## src/rtl/writeback_buffer.sv

```systemverilog
// writeback_buffer: small in-order result queue feeding the register file write port.
// Optional macro WB_HAZARD_STALL_EN: depth 2 with RAW stall; undefined gives depth 1, stall tied low.
module writeback_buffer #(
  parameter int DEPTH = 2
) (
  input  logic        clock,
  input  logic        reset,
  input  logic        in_valid,
  output logic        in_ready,
  input  logic        in_write,
  input  logic [2:0]  in_dest,
  input  logic [1:0]  in_sel,
  input  logic [15:0] in_alu,
  input  logic [15:0] in_load,
  input  logic [15:0] in_io,
  input  logic [15:0] in_imm,
  input  logic        changeEnable,
  output logic        regWrite,
  output logic [2:0]  writeRegister,
  output logic [15:0] writeData,
  input  logic [2:0]  Rs,
  input  logic [2:0]  Rd,
  output logic        stall,
  output logic [15:0] retired
);

  logic [2:0]  dest_q [DEPTH];
  logic [15:0] data_q [DEPTH];
  logic        head_q, head_d;
  logic [1:0]  count_q, count_d;
  logic [15:0] retired_q, retired_d;
  logic [15:0] in_data;
  logic        tail;
  logic        push, pop;

  always_comb begin
    case (in_sel)
      2'b00:   in_data = in_alu;
      2'b01:   in_data = in_load;
      2'b10:   in_data = in_io;
      default: in_data = in_imm;
    endcase
  end

`ifdef WB_HAZARD_STALL_EN
  assign in_ready = (int'(count_q) < DEPTH);
  // Only two slots: the free slot is the head itself when empty, the other one otherwise.
  assign tail     = head_q ^ count_q[0];
`else
  assign in_ready = (count_q == 2'd0);
  assign tail     = 1'b0;
`endif

  assign regWrite      = (count_q != 2'd0);
  assign writeRegister = regWrite ? dest_q[head_q] : 3'd0;
  assign writeData     = regWrite ? data_q[head_q] : 16'd0;
  assign retired       = retired_q;

  assign push = in_valid & in_ready & in_write;
  assign pop  = regWrite & changeEnable;

  always_comb begin
    count_d   = count_q;
    head_d    = head_q;
    retired_d = retired_q;
    if (push && !pop) begin
      count_d = count_q + 2'd1;
    end else if (pop && !push) begin
      count_d = count_q - 2'd1;
    end
    if (pop) begin
      retired_d = retired_q + 16'd1;
`ifdef WB_HAZARD_STALL_EN
      head_d    = ~head_q;
`endif
    end
  end

  always_ff @(posedge clock) begin
    if (reset) begin
      count_q   <= 2'd0;
      head_q    <= 1'b0;
      retired_q <= 16'd0;
    end else begin
      count_q   <= count_d;
      head_q    <= head_d;
      retired_q <= retired_d;
    end
  end

  // Payload storage needs no reset: the head outputs are masked by count.
  always_ff @(posedge clock) begin
    if (push) begin
      dest_q[tail] <= in_dest;
      data_q[tail] <= in_data;
    end
  end

`ifdef WB_HAZARD_STALL_EN
  // The head is covered by register-file write-through; only the younger entry can hazard.
  logic [2:0] second_dest;
  assign second_dest = dest_q[~head_q];
  assign stall = (count_q == 2'd2) && ((second_dest == Rs) || (second_dest == Rd));
`else
  logic unused_read_addrs;
  assign unused_read_addrs = ^{Rs, Rd};
  assign stall = 1'b0;
`endif

endmodule

```

## config.mk

```make
export PLATFORM = sky130hd
export DESIGN_NAME = writeback_buffer
export DESIGN_NICKNAME = d
export VERILOG_FILES = /design/src/rtl/writeback_buffer.sv
export SDC_FILE = /design/constraint.sdc
export NUM_CORES = 1
export LEC_CHECK = 0
export ABC_AREA = 1
export CORE_UTILIZATION = 35
export DETAILED_ROUTE_END_ITERATION = 16
export PLACE_DENSITY = 0.77
export SKIP_LAST_GASP = 1
export SLEW_MARGIN = 20
export SYNTH_ARGS = -nofsm -noshare
export SYNTH_HDL_FRONTEND = slang
export SYNTH_SLANG_ARGS = --single-unit
```

## constraint.sdc

```tcl
create_clock -name clock -period 2.02 [get_ports clock]
set_input_delay 0.202 -clock clock [delete_from_list [all_inputs] [get_ports clock]]
set_output_delay 0.202 -clock clock [all_outputs]
set_load 0.02 [all_outputs]
```

==> results.txt, run 1 <==
Top-area cell type share of the netlist area: 26.8%
Global placement routability congestion: 0.803
RSZ-0062 raised after global routing: no
Dpl ws: 0.260 ns
Fin. max-slew vios: 0
Combinational family with the most area after synthesis: simple AND/OR/NAND/NOR gates
CTS resizes: 0
Final setup fails: 0
CTS Root Cell: clkbuf_8
H-tree levels: 2
Core area: 0.00589 mm²
Vias in the first global route: 2,122
WL per Instance: 11.5 µm
Register Area: 931 µm²
Top cells by area, synth: edfxtp_1, dfxtp_1, nand2_1
Pint: 1790 µW
DRT Wirelength: 5590 µm
Gr ovfl total: 0
Worst setup EP type: primary output
Total Power: 2850 µW
Nets: 492
Ant diodes: 0
Tcrit/Tclk final: 95.2%
Clock skew: 0.00185 ns
P&R area growth vs syn: 58.7%
Area fraction in compound gates after synthesis: 4.23%
Status: finished clean
Capturing point of the worst reg2reg path: count_q[1]
Die area: 0.00640 mm²
Peak VDD IR: 0.568 mV
Post-synth EDFFs: 19
Die H: 80.0 µm
Post-synthesis cell count: 301
Slew HR: 64.9%
Fmax achieved: 520 MHz
Hold EP: dest_q[0][1]
Setup Fix Bufs, Post-CTS: 0
Crit path time final: 1.92 ns
Layout cells sized above 1: 5.35%
Port bufs: 110
Row count: 28
Via count: 2,315
Async set-reset flop share out of synthesis: 0%
Post-DR vias/cell: 4.76
Worst-case reg-to-reg path depth: 9
Slew @ Worst Pin: 0.526 ns
Combinational Power Share: 48.3%
CTS tree: done
Startpoint Class: register
Ports: 118
Crit Reg-Reg Startpoint: count_q[0]
Sequential share of the synthesized area: 43.7%
Largest net degree at the start of global routing: 21
Most common library cells after synthesis: nand2_1, nor2_1, inv_1
#FFs+latches synth: 37
1st-iter DRT viols: 76
Hold path startpoint: in_dest[1]
Die width: 80.0 µm
Final WS setup: 0.0968 ns
Synth Flop Type: edfxtp_1
Worst-path clk slew: 0.07 ns
LEAKAGE: 0.00133 µW
Setup TNS: 0 ns
Hold Path Stages: 1
Clk buf depth: 2
Sw Ratio: 37.0%
Worst Setup Path Type: reg -> out
HP Class: in -> reg
Worst EP required: 1.82 ns
Number of routed nets with antenna violations: 0
Fillcell total: 575
Mapped Area: 0.00213 mm²
Synth unique cells: 20
Synth Area in XOR/XNOR: 0%
Final Hold Viols: 0
Clock share of power: 18.6%
Total GRT Usage: 18.2%
Max-Cap Viols: 0
Num CTS Buffers: 5
DRC viols: 0
Post-DP Area: 0.00329 mm²
Multi-input gate area: 978 µm²
YS warnings: 0
Top-count cell post-synth: nand2_1
Sw power: 1050 µW
Finished Cell Area: 0.00338 mm²
Avg Synthesized Cell Area: 7.07 µm²
CTS Sinks: 37
Mux cell area share after synthesis: 0%
R2R setup slack: 0.53 ns
CP max FO: 20
Synthesized Nets: 383
Placed cell count: 478
Effective utilization at floorplan: 36.2%
Adder-Cell Fraction of Synth Area: 1.18%
Global-route wire length before repair: 9000 µm
Sequential power share: 33.1%
Cell taking the most area after synthesis: edfxtp_1
Half-perimeter wire length after placement: 4360 µm
Post-Synth Simple-Gate Area: 40.3%
CTS Hold Bufs: 0
CP Data Arrival Time: 1.72 ns
Initial antenna violation count: 0
PD cells: 842 mW/mm²
Pre-antenna DRT Iters: 4
Worst skew pair latency: 0.29 ns
Non-Filler Instances: 486
==> registers in the layout (all words and copies together) (netlist names) <==
name,cells
retired,16
count_q,2
dest_q,3
data_q,16
==> placed cells by master (no fill, tap or decap) <==
master             n
edfxtp_1          19
nand4_1           21
nor2_1            47
inv_2              1
nand2_2            4
ha_1               2
o21ai_0            9
a21oi_1            9
conb_1             1
nor2_4             6
inv_1             42
dfxtp_1           18
clkdlybuf4s50_1  110
nand3_1           25
buf_4              3
and2_1             1
nor3b_1            1
clkbuf_1           2
nor2_2             2
clkbuf_8           6
nand2_1           82
==> metrics by stage <==
step	hold slack (ns)	utilization, %
after floorplan	0.274	-
after global placement	0.498	55.9
after detailed placement	0.512	55.9
after CTS	0.456	57.4
after global routing	0.458	57.4
final	0.464	57.4
==> cells by family (layout without fill, tap and decap cells) <==
family	Yosys count	in the layout
adder cells (fa/ha/maj)	2	2
AO/OA/AOI/OAI	18	18
flip-flops	37	37
AND/OR/NAND/NOR	189	189
buffers and inverters	54	164
other	1	1
==> worst max-delay path: stages, from the launching register on <==
cell	delay, ns
dfxtp_1	0.32
nor2_1	0.19
buf_4	0.28
clkdlybuf4s50_1	0.64
==> metal layers <==
layer  GRT usage (%)  up-vias  share of wire [%]
met3            4.00        6                6.4
met4            6.79        0                1.3
met5               0        -                  0
met2            34.4       89                 52
li1                -     1175                  -
met1            19.5     1045                 40
==> power by group through the flow <==
stage | clock (µW) | sequential (µW) | combinational, µW
finish | 531 | 941 | 1370
global route | 574 | 954 | 1480
CTS | 548 | 943 | 1390
detailed placement | 0 | 960 | 1380
global placement | 0 | 956 | 1360
floorplan | 0 | 968 | 697
==> worst max-delay path by stage <==
stage / start / endpoint / slack [ns] / depth (start not counted)
after floorplan: count_q[0] / count_q[1] / 0.1 / 8
after global placement: changeEnable / retired[13] / 0.28 / 8
after detailed placement: changeEnable / retired[13] / 0.26 / 8
after CTS: count_q[1] / in_ready / 0.09 / 3
after global routing: count_q[1] / in_ready / 0.004 / 3
final: count_q[1] / in_ready / 0.1 / 3
==> final cells by class <==
class                   count  share of cell area, %
multi-input cells         210                   29.0
well taps                  75                   2.78
repair buffers            113                   33.3
flip-flops and latches     37                   27.6
inverters                  43                   4.78
clock buffers               8                   2.67
No activity file was read; power rests on OpenSTA's default activity.
==> run 2: changes to the inputs <==
clock period = 1.6 ns   (was 2.02 ns; I/O delays follow)
==> run 2 against run 1 <==
Net effect:
- non-clock buffer count grew 9
- routed wire length shrank 5.6%
- clock power grew 20%
- total power grew 25%
- clock-buffer cell count shrank 3
- core utilization grew 1.2 points
- die area is the same
- global-route usage shrank 0.75 points
- sequential power grew 28%
- critical path type unchanged
==> results.txt, run 2 (same netlist as run 1, synthesis figures left out) <==
Worst setup EP type: primary output
Capturing point of the worst reg2reg path: count_q[1]
DRT Wirelength: 5280 µm (-5.6%)
Placed cell count: 487 (+1.9%)
Total GRT Usage: 17.4% (-0.75 points)
Startpoint Class: register
Non-Filler Instances: 495 (+1.9%)
Delay-heaviest family, CP: buffers and inverters
Gr ovfl total: 0 (unchanged)
Number of routed nets with antenna violations: 0 (unchanged)
Clock skew: 0.00404 ns (+0.00220 ns)
Crit path time final: 1.54 ns
Final Util: 58.6% (+1.2 points)
Vias in the first global route: 2,108 (-0.66%)
DRC viols: 0 (unchanged)
Core area: 0.00589 mm² (unchanged)
Slowest-stage cell, CP: clkdlybuf4s50_1
Initial antenna violation count: 0 (unchanged)
CP Data Arrival Time: 1.38 ns (-0.34 ns)
P&R area growth vs syn: 62.0%
CTS Hold Bufs: 0 (unchanged)
HP Class: in -> reg
Die area: 0.00640 mm² (unchanged)
Worst skew pair latency: 0.28 ns (about the same)
Global-route wire length before repair: 8790 µm (-2.3%)
CP max FO: 7 (-65%)
Nets: 501 (+1.8%)
Worst Path Buf+Inv: 1 (-1)
Hold path startpoint: in_dest[0]
Commonest non-fill, non-tap cell in the layout: clkdlybuf4s50_1
Pre-antenna DRT Iters: 4 (unchanged)
Max-Cap Viols: 0 (unchanged)
CTS tree: done
Hold EP: dest_q[0][0]
Commonest non-fill, non-tap cells in the layout: clkdlybuf4s50_1, nand2_1, nor2_1, inv_1, nand3_1
R2R setup slack: 0.27 ns (-0.26 ns)
Fin. max-slew vios: 0 (unchanged)
CTS Sinks: 37 (unchanged)
Hold Path Stages: 1 (unchanged)
CTS Root Cell: clkbuf_8
Layout cells sized above 1: 8.81% (+3.5 points)
Crit Reg-Reg Startpoint: count_q[0]
H-tree levels: 2 (unchanged)
1st-iter DRT viols: 85 (+12%)
Critical Path Max Stage Delay: 0.65 ns (about the same)
Peak VDD IR: 0.526 mV (-7.4%)
Row count: 28 (unchanged)
Tcrit/Tclk final: 96.0%
Ant diodes: 0 (unchanged)
Final setup fails: 0 (unchanged)
WL per Instance: 10.7 µm (-7.3%)
Num CTS Buffers: 5 (unchanged)
Final hold slack: 0.433 ns (-0.0311 ns)
Clk buf depth: 2 (unchanged)
Setup Fix Bufs, Post-CTS: 0 (unchanged)
Status: finished clean
Final Hold Viols: 0 (unchanged)
Ports: 118 (unchanged)
Worst Setup Path Type: reg -> out
Worst EP required: 1.44 ns (-0.38 ns)
Via count: 2,288 (-1.2%)
Global placement routability congestion: 0.808 (+0.65%)
RSZ-0062 raised after global routing: yes
Half-perimeter wire length after placement: 4270 µm (-2.1%)
Die width: 80.0 µm (unchanged)
LEAKAGE: 0.00146 µW (+9.7%)
PD cells: 1030 mW/mm² (+22%)
Port bufs: 110 (unchanged)
Worst-path clk slew: 0.07 ns (about the same)
Die H: 80.0 µm (unchanged)
Largest net degree at the start of global routing: 20 (-4.8%)
Worst-case reg-to-reg path depth: 9 (unchanged)
Total Power: 3560 µW (+25%)
Effective utilization at floorplan: 36.2% (unchanged)
Post-DR vias/cell: 4.62 (-3.0%)
Fmax achieved: 651 MHz
Worst path cell trace: clkdlybuf4s50_1
run 2: changes by cell type in the layout (fill, tap and decap cells not counted), sizes merged, moves of 2 or more:
cell	before	now
buf	3	12
clkbuf	8	5
clkdlybuf4s50	110	89
clkinv	0	2
dlygate4sd2	0	20
run 2: worst max path at each step:
| stage | start | end | slack, ns | cells past startpoint |
|---|---|---|---|---|
| after detailed placement | in_sel[1] | data_q[0][7] | 0.05 | 5 |
| final | retired[3] | retired[3] | 0.06 | 1 |
| after global placement | in_sel[1] | data_q[0][8] | 0.09 | 5 |
| after floorplan | count_q[0] | count_q[1] | 0.01 | 8 |
| after global routing | count_q[1] | writeData[9] | -0.006 | 4 |
| after CTS | count_q[0] | regWrite | 0.007 | 3 |
run 2: power breakdown:
part	switching, µW	internal, µW	leakage (µW)
combinational	978	743	0.00110
clock	337	301	0.0000439
sequential	58.1	1140	0.000323
run 2: cell type report:
cell class / count / area [µm²]
fillers: 585 / 2440
repair buffers: 122 / 1170
multi-input cells: 210 / 1000
flip-flops and latches: 37 / 931
inverters: 43 / 161
well taps: 75 / 93.8
clock buffers: 5 / 68.8
clock inverters: 3 / 17.5
run 2: per-layer routing:
layer | global-route usage [%] | vias to the layer above | wire length, µm
met1 | 19.5 | 1002 | 2270
met3 | 3.20 | 5 | 349
met4 | 4.82 | 0 | 44
met5 | 0 | - | 0
met2 | 33.3 | 87 | 2610
li1 | - | 1194 | -
run 2: timing repair:
| item | in CTS | in global routing |
|---|---|---|
| pin swaps | 0 | 0 |
| setup endpoints to repair | 20 | 4 |
| resized for setup | 21 | 2 |
run 2: per-stage QoR:
step           TNS [ns]  setup WS, ns  cell area, µm²
3_3_place_gp          0        0.0941            3380
4_1_cts               0       0.00672            3440
2_1_floorplan         0        0.0145            2150
6_report              0        0.0639            3450
5_1_grt        -0.00862      -0.00587            3450
3_5_place_dp          0        0.0507            3380
